File: src/rtl/divconv_pkg.sv
// Shared types and constants for the divconv control sequencer.
package divconv_pkg;

  localparam int unsigned ITER_CNT_W = 4;

  localparam logic [1:0] SEL_A_INIT    = 2'b10;
  localparam logic [1:0] SEL_A_ITER    = 2'b00;
  localparam logic [1:0] SEL_B_INIT    = 2'b00;
  localparam logic [1:0] SEL_B_ITER_B  = 2'b10;
  localparam logic [1:0] SEL_B_ITER_AC = 2'b11;

  typedef enum logic [3:0] {
    StIdle,
    StInitBSetup,
    StInitBLoad,
    StInitAcSetup,
    StInitAcLoad,
    StIterBSetup,
    StIterBLoad,
    StIterAcSetup,
    StIterAcLoad,
    StDone
  } divconv_state_t;

  typedef struct packed {
    logic       busy;
    logic       done;
    logic [1:0] sel_muxa;
    logic [1:0] sel_muxb;
    logic       load_rega;
    logic       load_regb;
    logic       load_regc;
  } divconv_ctrl_t;

  // Output word for the cycle spent in state s; Setup and Load share selects.
  function automatic divconv_ctrl_t ctrl_decode(divconv_state_t s);
    divconv_ctrl_t c;
    c = '0;
    case (s)
      StInitBSetup, StInitBLoad: begin
        c.busy      = 1'b1;
        c.sel_muxa  = SEL_A_INIT;
        c.sel_muxb  = SEL_B_INIT;
        c.load_regb = (s == StInitBLoad);
      end
      StInitAcSetup, StInitAcLoad: begin
        c.busy      = 1'b1;
        c.sel_muxa  = SEL_A_INIT;
        c.sel_muxb  = SEL_B_INIT;
        c.load_rega = (s == StInitAcLoad);
        c.load_regc = (s == StInitAcLoad);
      end
      StIterBSetup, StIterBLoad: begin
        c.busy      = 1'b1;
        c.sel_muxa  = SEL_A_ITER;
        c.sel_muxb  = SEL_B_ITER_B;
        c.load_regb = (s == StIterBLoad);
      end
      StIterAcSetup, StIterAcLoad: begin
        c.busy      = 1'b1;
        c.sel_muxa  = SEL_A_ITER;
        c.sel_muxb  = SEL_B_ITER_AC;
        c.load_rega = (s == StIterAcLoad);
        c.load_regc = (s == StIterAcLoad);
      end
      StDone:  c.done = 1'b1;
      default: c = '0;
    endcase
    return c;
  endfunction

endpackage

File: src/rtl/divconv_ctrl.sv
// Control sequencer for the divconv convergence divider: init step, then ITERATIONS refinements.
// Optional abort input when DIVCONV_CTRL_ABORT_EN is defined.
module divconv_ctrl
  import divconv_pkg::*;
#(
  parameter int unsigned ITERATIONS = 2
) (
  input  logic       Clk,
  input  logic       Rst_n,
`ifdef DIVCONV_CTRL_ABORT_EN
  input  logic       abort,
`endif
  input  logic       start,
  output logic       busy,
  output logic       done,
  output logic [1:0] sel_muxa,
  output logic [1:0] sel_muxb,
  output logic       load_rega,
  output logic       load_regb,
  output logic       load_regc
);

  if (ITERATIONS < 1 || ITERATIONS > 15) begin : gen_iter_check
    $error("divconv_ctrl: ITERATIONS must be in 1..15");
  end

  localparam logic [ITER_CNT_W-1:0] LastIter = ITER_CNT_W'(ITERATIONS - 1);

  divconv_state_t          state_q, state_d;
  logic [ITER_CNT_W-1:0]   cnt_q, cnt_d;
  divconv_ctrl_t           ctrl_q;
  logic                    abort_req;

`ifdef DIVCONV_CTRL_ABORT_EN
  assign abort_req = abort & ctrl_q.busy;
`else
  assign abort_req = 1'b0;
`endif

  always_comb begin
    state_d = state_q;
    cnt_d   = cnt_q;
    unique case (state_q)
      StIdle:        if (start) state_d = StInitBSetup;
      StInitBSetup:  state_d = StInitBLoad;
      StInitBLoad:   state_d = StInitAcSetup;
      StInitAcSetup: state_d = StInitAcLoad;
      StInitAcLoad: begin
        state_d = StIterBSetup;
        cnt_d   = '0;
      end
      StIterBSetup:  state_d = StIterBLoad;
      StIterBLoad:   state_d = StIterAcSetup;
      StIterAcSetup: state_d = StIterAcLoad;
      StIterAcLoad: begin
        cnt_d   = cnt_q + ITER_CNT_W'(1);
        state_d = (cnt_q == LastIter) ? StDone : StIterBSetup;
      end
      StDone:        state_d = start ? StInitBSetup : StIdle;
      default:       state_d = StIdle;
    endcase
    if (abort_req) state_d = StIdle;
  end

  // Outputs are decoded from the next state so they are registered yet aligned with the state.
  always_ff @(posedge Clk) begin
    if (!Rst_n) begin
      state_q <= StIdle;
      cnt_q   <= '0;
      ctrl_q  <= '0;
    end else begin
      state_q <= state_d;
      cnt_q   <= cnt_d;
      ctrl_q  <= ctrl_decode(state_d);
    end
  end

  assign busy      = ctrl_q.busy;
  assign done      = ctrl_q.done;
  assign sel_muxa  = ctrl_q.sel_muxa;
  assign sel_muxb  = ctrl_q.sel_muxb;
  assign load_rega = ctrl_q.load_rega;
  assign load_regb = ctrl_q.load_regb;
  assign load_regc = ctrl_q.load_regc;

endmodule

File: config.mk
export PLATFORM = sky130hd
export DESIGN_NAME = divconv_ctrl
export DESIGN_NICKNAME = d
export VERILOG_FILES = /design/src/rtl/divconv_pkg.sv /design/src/rtl/divconv_ctrl.sv
export SDC_FILE = /design/constraint.sdc
export NUM_CORES = 1
export LEC_CHECK = 0
export BUFFER_PORTS_ARGS = -buffer_cell sky130_fd_sc_hd__buf_2
export CAP_MARGIN = 10
export CORE_UTILIZATION = 30
export CTS_CLUSTER_DIAMETER = 150
export DETAILED_ROUTE_END_ITERATION = 12
export GPL_TIMING_DRIVEN = 0
export PLACE_DENSITY = 0.44
export SYNTH_ARGS = -nofsm -noshare
export SYNTH_HDL_FRONTEND = slang
export SYNTH_SLANG_ARGS = --single-unit
File: constraint.sdc
create_clock -name Clk -period 1.6 [get_ports Clk]
set_input_delay 0.24 -clock Clk [delete_from_list [all_inputs] [get_ports Clk]]
set_output_delay 0.24 -clock Clk [all_outputs]
set_load 0.02 [all_outputs]
== After elaboration in Yosys (flattened, before gate mapping) ==
Cells that the tools add are included.

* Flip-flop bits (word level): 16
* Output and inout port bits: 9
* Bits of input ports: 3

* Eq/ne operators: 19
* Multiplexer cells: 10
* $add $sub $neg: 1
* Reductions and logical operators: 8

{| class="wikitable"
|+ Operator list
! kind !! count
|-
| case mux 4 bit (10 select lines) || 1
|-
| == test 4 x 3 -> 1 bit, second input constant || 8
|-
| == test 4 x 2 -> 1 bit, second input constant || 4
|-
| == test 4 bit, second input constant || 4
|-
| == test 4 x 1 -> 1 bit, second input constant || 3
|-
| case mux 4 bit (3 select lines) || 1
|-
| two-way mux 4 bit || 2
|-
| case mux 4 bit (2 select lines) || 1
|-
| OR reduction 2 bit || 4
|-
| OR reduction 8 bit || 1
|-
| adder 4 x 1 -> 4 bit, second input constant || 1
|-
| zero test 4 bit || 1
|-
| case mux 1 bit (2 select lines) || 2
|-
| OR reduction 4 bit || 1
|-
| two-way mux 1 bit || 3
|-
| nonzero test 2 bit || 1
|}

== Logic depth before layout (Yosys ltp) ==
Gate-level depths: netlist of run 1.

* Depth after elaboration: 6
* Mapped depth: 6
* Depth with buffers taken out: 6

== Worst setup path after synthesis of run 1 ==
OpenSTA, ideal clock, no wires.

* Path type: register -> register
* From: register cnt_q[1]
* To: register cnt_q[1]
* Stages on the path, launching flop included: 7
* Arrival: 1.290 ns
* Setup slack: 0.244 ns
* Buffers on the path: 0
* Cells stage by stage: dfxtp_1 > inv_1 > ha_1 > or4_1 > o21ai_1 > a22oi_1 > nor2b_1

* Longest elaborated chain between the ends: 2

{| class="wikitable"
|+ Ends and longest elaborated chain
! element !! line !! text
|-
| start: declaration || divconv_ctrl.sv:30 || <nowiki>logic [ITER_CNT_W-1:0] cnt_q, cnt_d;</nowiki>
|-
| start signal: assignment || divconv_ctrl.sv:73 || <nowiki>cnt_q <= cnt_d;</nowiki>
|-
| adder 4 x 1 -> 4 bit || divconv_ctrl.sv:56 || <nowiki>cnt_d = cnt_q + ITER_CNT_W'(1);</nowiki>
|-
| case mux 4 bit (2 select lines) || divconv_ctrl.sv:43 || <nowiki>unique case (state_q)</nowiki>
|}

Every way passes these cells.
A chain may end at the register's enable or synchronous reset.

== Final worst setup path of run 1 ==
Ends and elaborated chain as after synthesis.

==> flow_summary.json, run 1 <==
{
  "nets": 105,
  "status": "completed",
  "post-route-util_pct": 37.8,
  "async_flop_share_pct": 0,
  "r2r_cells": 6,
  "required_ns": 1.83,
  "die_area_mm2": 0.00264,
  "synthCells": 85,
  "slew_viol_final": 0,
  "drive_gt1_share_pct": 25.3,
  "dp_hpwl_mm": 1.12,
  "ys.flop_type": "dfxtp_1",
  "cts_buffers": 3,
  "track_usage_pct": 14.3,
  "synth_warnings": 0,
  "period_share_pct": 91.6,
  "htree_levels": 1,
  "root_buffer": "clkbuf_4",
  "start_kind": "flip-flop",
  "synthXorXnorAreaFrac_pct": 1.20,
  "synth_area_leaders": "dfxtp_1 41%, nor2_1 3.6%, ha_1 3.4%",
  "power.leakage_nw": 0.350,
  "antenna_found_initial": 0,
  "synth_top_area_cell": "dfxtp_1",
  "syn_nets": 90,
  "postCtsSetupBuffers": 0,
  "yosys.area_share.simple_pct": 24.1,
  "setup_viol": 0,
  "synth_top_family_by_area": "simple AND/OR/NAND/NOR gates",
  "die-height_um": 51.4,
  "routed_wl_mm": 1.57,
  "vias": 650,
  "fmax_mhz": 682,
  "tightestPinTransition_ns": 0.498,
  "drtIter0Drc": 10,
  "yosysTopAreaCellShare_pct": 41.1,
  "worstPathArrival_ns": 1.70,
  "antenna_cells": 0,
  "cap_violations": 0,
  "cp_max_fo": 4,
  "synthMuxAreaShare_pct": 0,
  "core-area_mm2": 0.00225,
  "numPortBuffers": 10,
  "drc": 0,
  "fin_crit_ns": 1.47,
  "syn_area_per_cell_um2": 8.60,
  "clkSinkCount": 15,
  "setup_tns_ns": 0,
  "grt_max_degree": 11,
  "synth-compound-area-share_pct": 21.2,
  "seq_area_frac_synth_pct": 41.1,
  "synth.most_common_cell": "dfxtp_1",
  "hold_path_depth": 2,
  "clk_pin_slew_worst_paths_ns": 0.09,
  "initial_core_util_pct": 32.4,
  "fillCellCount": 270,
  "gp_congestion": 0.783,
  "drt-pass1-iter-count": 4,
  "power_density_mw_per_mm2": 873,
  "clock_skew_ns": 0.00381,
  "insertion_delay_ns": 0.28,
  "synth_enable_flop_cells": 0,
  "ys_ff_latch": 15,
  "grt-ovfl-total": 0,
  "syn_area_um2": 731,
  "clockBufferDepth": 2,
  "synth_common_cells": "15 x dfxtp_1, 7 x nor2_1, 5 x inv_1, 5 x nand2_1, 4 x buf_2",
  "synth.distinct_cells": 36,
  "vias_per_cell": 5.12,
  "grt_pass1_wl_mm": 2.68,
  "yosys.area_share.adder_pct": 3.42,
  "syn_to_final_growth_pct": 16.6,
  "rsz0062_at_grt": "false",
  "cts_tree": "yes",
  "drtAntennaViolNets": 0,
  "final_hold_viol_count": 0,
  "critical_path_class": "reg -> reg",
  "grt_pass1_vias": 598,
  "die_x_um": 51.4,
  "slew_headroom_pct": 66.5,
  "hp-class": "in -> reg",
  "end_kind": "flip-flop",
  "post_drt_wl_per_cell_um": 12.4,
  "vdd_drop_max_mv": 0.583,
  "rows": 17,
  "num_io_pins": 12
}
-- path summary, 6_finish.rpt --
check,start,to,slack (ns)
setup / recovery,cnt_q[1],cnt_q[1],0.13
hold / removal,Rst_n,done,0.26
setup reg to reg,cnt_q[1],cnt_q[1],0.13
hold reg to reg,cnt_q[3],cnt_q[3],0.56
-- worst max-delay path, cell delays in order (launching register included) --
cell and delay [ns]:
dfxtp_1 0.38, inv_1 0.07, ha_1 0.26, or4_1 0.39, o21ai_1 0.09, a22oi_1 0.10
nor2b_1 0.11
-- routing by layer --
metal  track usage [%]  share of wire (%)
met4              8.11                1.7
met2              20.6                 44
met1              17.9                 50
met5                 0                  0
met3              5.36                3.8
-- where the power goes --
group          internal, mW  total, mW  switching, mW  leakage, nW
registers             0.390      0.401         0.0103        0.122
clock network        0.0969      0.216          0.120       0.0150
logic                0.0485      0.126         0.0778        0.213
-- repair_timing --
item	CTS	global route
hold buffers	0	0
setup endpoints to repair	0	4
resized for setup	0	2
hold endpoints to repair	0	0
-- stage by stage --
stage | setup WS (ns) | instance area [um^2] | hold slack [ns] | power [mW] | instances
floorplan | 0.244 | 731 | 0.386 | 0.499 | 85
global placement | 0.0436 | 816 | 0.524 | 0.534 | 123
detailed placement | 0.0851 | 816 | 0.529 | 0.533 | 123
CTS | 0.0323 | 842 | 0.252 | 0.757 | 127
global route | 0.0199 | 852 | 0.260 | 0.796 | 127
finish | 0.134 | 852 | 0.258 | 0.743 | 127
-- cell type report --
class	count	area, um^2	area share [%]
multi-input combinational	57	379	44.5
sequential	15	300	35.2
timing repair buffer	10	50.0	5.87
buffer	7	38.8	4.55
tap	28	35.0	4.11
clock buffer	4	26.3	3.08
inverter	6	22.5	2.64
-- cell usage in the layout, fill, tap and decap left out, types with 2 or more instances in the layout --
cell and count:
ha_1 2, clkbuf_1 2, nor2b_1 3, a21oi_1 2, o21ai_0 2, clkbuf_4 3, buf_2 14, nor3_1 2
buf_4 2, o21a_1 2, and2_1 3, inv_1 5, nand2_1 5, a211oi_1 2, nor2_1 7, nor4_1 2
and3_1 2, dfxtp_1 15, o21ai_1 3, nand3_1 3
-- registers in the layout (all words and copies together) (netlist names) --
| name | count |
|---|---|
| load_regc | 1 |
| busy | 1 |
| done | 1 |
| cnt_q | 4 |
| sel_muxa | 1 |
| sel_muxb | 2 |
| load_regb | 1 |
| state_q | 4 |
-- cells by family after synthesis --
family          after synthesis
simple gates                 32
other cells                   1
compound gates               21
xor+xnor                      1
buf+inv                      13
flops                        15
fa+ha+maj                     2
Note: power is estimated with default switching activity, not from simulation.
==> run 2, diff against run 1 <==
--- a/config.mk
+++ b/config.mk
@@ -7,11 +7,12 @@
 export LEC_CHECK = 0
 export BUFFER_PORTS_ARGS = -buffer_cell sky130_fd_sc_hd__buf_2
 export CAP_MARGIN = 10
-export CORE_UTILIZATION = 30
+export CORE_UTILIZATION = 51
 export CTS_CLUSTER_DIAMETER = 150
 export DETAILED_ROUTE_END_ITERATION = 12
 export GPL_TIMING_DRIVEN = 0
-export PLACE_DENSITY = 0.44
+export PLACE_DENSITY = 0.69
 export SYNTH_ARGS = -nofsm -noshare
 export SYNTH_HDL_FRONTEND = slang
 export SYNTH_SLANG_ARGS = --single-unit
+export TNS_END_PERCENT = 20
==> run 2 against run 1 <==
Compared with the run above:
- critical path depth is the same
- sequential share of layout area up 0.85 points
- via count is 0.77% lower
- cell count decreased by 10%
- register-to-register slack about the same
- routed wire length down 7.3%
- clock-buffer cell count decreased by 1
- critical path type unchanged
- highest routed layer unchanged
==> flow_summary.json, run 2 (synthesized netlist as in run 1, its figures left out) <==
{
  "whs_endpoint": "done",
  "hp-start": "Rst_n",
  "die_area_mm2": 0.00159,
  "final_area_um2": 832,
  "gp_congestion": 0.890,
  "pre_cts_ws_ns": 0.0516,
  "die_x_um": 39.9,
  "track_usage_pct": 22.4,
  "slew_viol_final": 0,
  "num_io_pins": 12,
  "dp_cells": 110,
  "clkSinkCount": 15,
  "critical_path_class": "reg -> reg",
  "cts_tree": "yes",
  "insertion_delay_ns": 0.28,
  "grt_max_degree": 11,
  "finalNonFillerCells": 114,
  "nets": 105,
  "setup_viol": 0,
  "grt_pass1_vias": 537,
  "routed_wl_mm": 1.46,
  "htree_levels": 1,
  "r2r_cells": 6,
  "clock_skew_ns": 0.00389,
  "fmax_mhz": 683,
  "cts_buffers": 3,
  "rsz0062_at_grt": "false",
  "cts-hold-fix-buffers": 0,
  "final_cell_mix": "15 x dfxtp_1, 14 x buf_2, 7 x nor2_1",
  "cp_max_fo": 4,
  "vias_per_cell": 5.66,
  "status": "completed",
  "drtAntennaViolNets": 0,
  "initial_core_util_pct": 55.5,
  "final_common_cell": "dfxtp_1",
  "hold_path_depth": 2,
  "core-area_mm2": 0.00132,
  "clockBufferDepth": 2,
  "dp_hpwl_mm": 1.06,
  "vdd_drop_max_mv": 0.437,
  "antenna_found_initial": 0,
  "vias": 645,
  "setup_ws_ns": 0.135,
  "end_kind": "flip-flop",
  "power.leakage_nw": 0.351,
  "drt-pass1-iter-count": 4,
  "antenna_cells": 0,
  "clk_pin_slew_worst_paths_ns": 0.09,
  "dpl_cell_area_um2": 800,
  "die-height_um": 39.9,
  "multi_input_area_um2": 374,
  "numPortBuffers": 10,
  "fillCellCount": 111,
  "drc": 0,
  "hp-class": "in -> reg",
  "final_hold_viol_count": 0,
  "period_share_pct": 91.5,
  "grt-ovfl-total": 0,
  "syn_to_final_growth_pct": 13.9,
  "ff2ff_setup_slack_ns": 0.14,
  "crit-reg2reg-launch": "cnt_q[1]",
  "post-route-util_pct": 63.2,
  "grt_pass1_wl_mm": 2.25,
  "worstPathArrival_ns": 1.69,
  "root_buffer": "clkbuf_4",
  "post_drt_wl_per_cell_um": 12.8,
  "r2r_end": "cnt_q[1]",
  "cap_violations": 0,
  "setup_tns_ns": 0,
  "rows": 13,
  "fin_crit_ns": 1.46,
  "required_ns": 1.82,
  "seq_area_um2": 300,
  "power_density_mw_per_mm2": 883,
  "start_kind": "flip-flop",
  "drtIter0Drc": 23,
  "whs_ns": 0.278,
  "total_power_uw": 734,
  "drive_gt1_share_pct": 25.3
}
## run 2: report_power, final
group | leakage, nW | switching (mW) | internal [mW]
Combinational | 0.211 | 0.0738 | 0.0473
Sequential | 0.122 | 0.0113 | 0.390
Clock | 0.0177 | 0.119 | 0.0926
## run 2: routing by layer
metal | global-route usage, % | wire length (um) | vias up
met3 | 5.11 | 51 | 2
li1 | - | - | 326
met5 | 0 | 0 | -
met4 | 12.9 | 13 | 0
met2 | 36.1 | 716 | 16
met1 | 26.5 | 675 | 301
## run 2: worst max path at each step
stage	cells past startpoint	endpoint	startpoint
4_1_cts	5	state_q[2]	cnt_q[0]
6_report	6	cnt_q[1]	cnt_q[1]
3_3_place_gp	5	state_q[2]	cnt_q[0]
2_1_floorplan	6	cnt_q[1]	cnt_q[1]
5_1_grt	6	cnt_q[1]	cnt_q[1]
3_5_place_dp	5	state_q[2]	cnt_q[0]
## run 2: area by class of cell
| class | count | share of cell area (%) |
|---|---|---|
| multi-input cells | 57 | 45.0 |
| flip-flops and latches | 15 | 36.1 |
| repair buffers | 10 | 6.02 |
| plain buffers | 7 | 4.66 |
| clock buffers | 3 | 2.71 |
| inverters | 6 | 2.71 |
| well taps | 15 | 2.26 |
| clock inverters | 1 | 0.602 |
## run 2: worst max-delay path, cell delays in order (launching register included)
cell and delay (ns):
dfxtp_1 0.38, inv_1 0.07, ha_1 0.26, or4_1 0.39, o21ai_1 0.09, a22oi_1 0.09, nor2b_1 0.12
## run 2: repair_timing
action,4_1_cts,5_1_grt
setup buffers,0,0
endpoints found under the setup margin,0,1
resized for setup,0,1
hold endpoints to repair,0,0
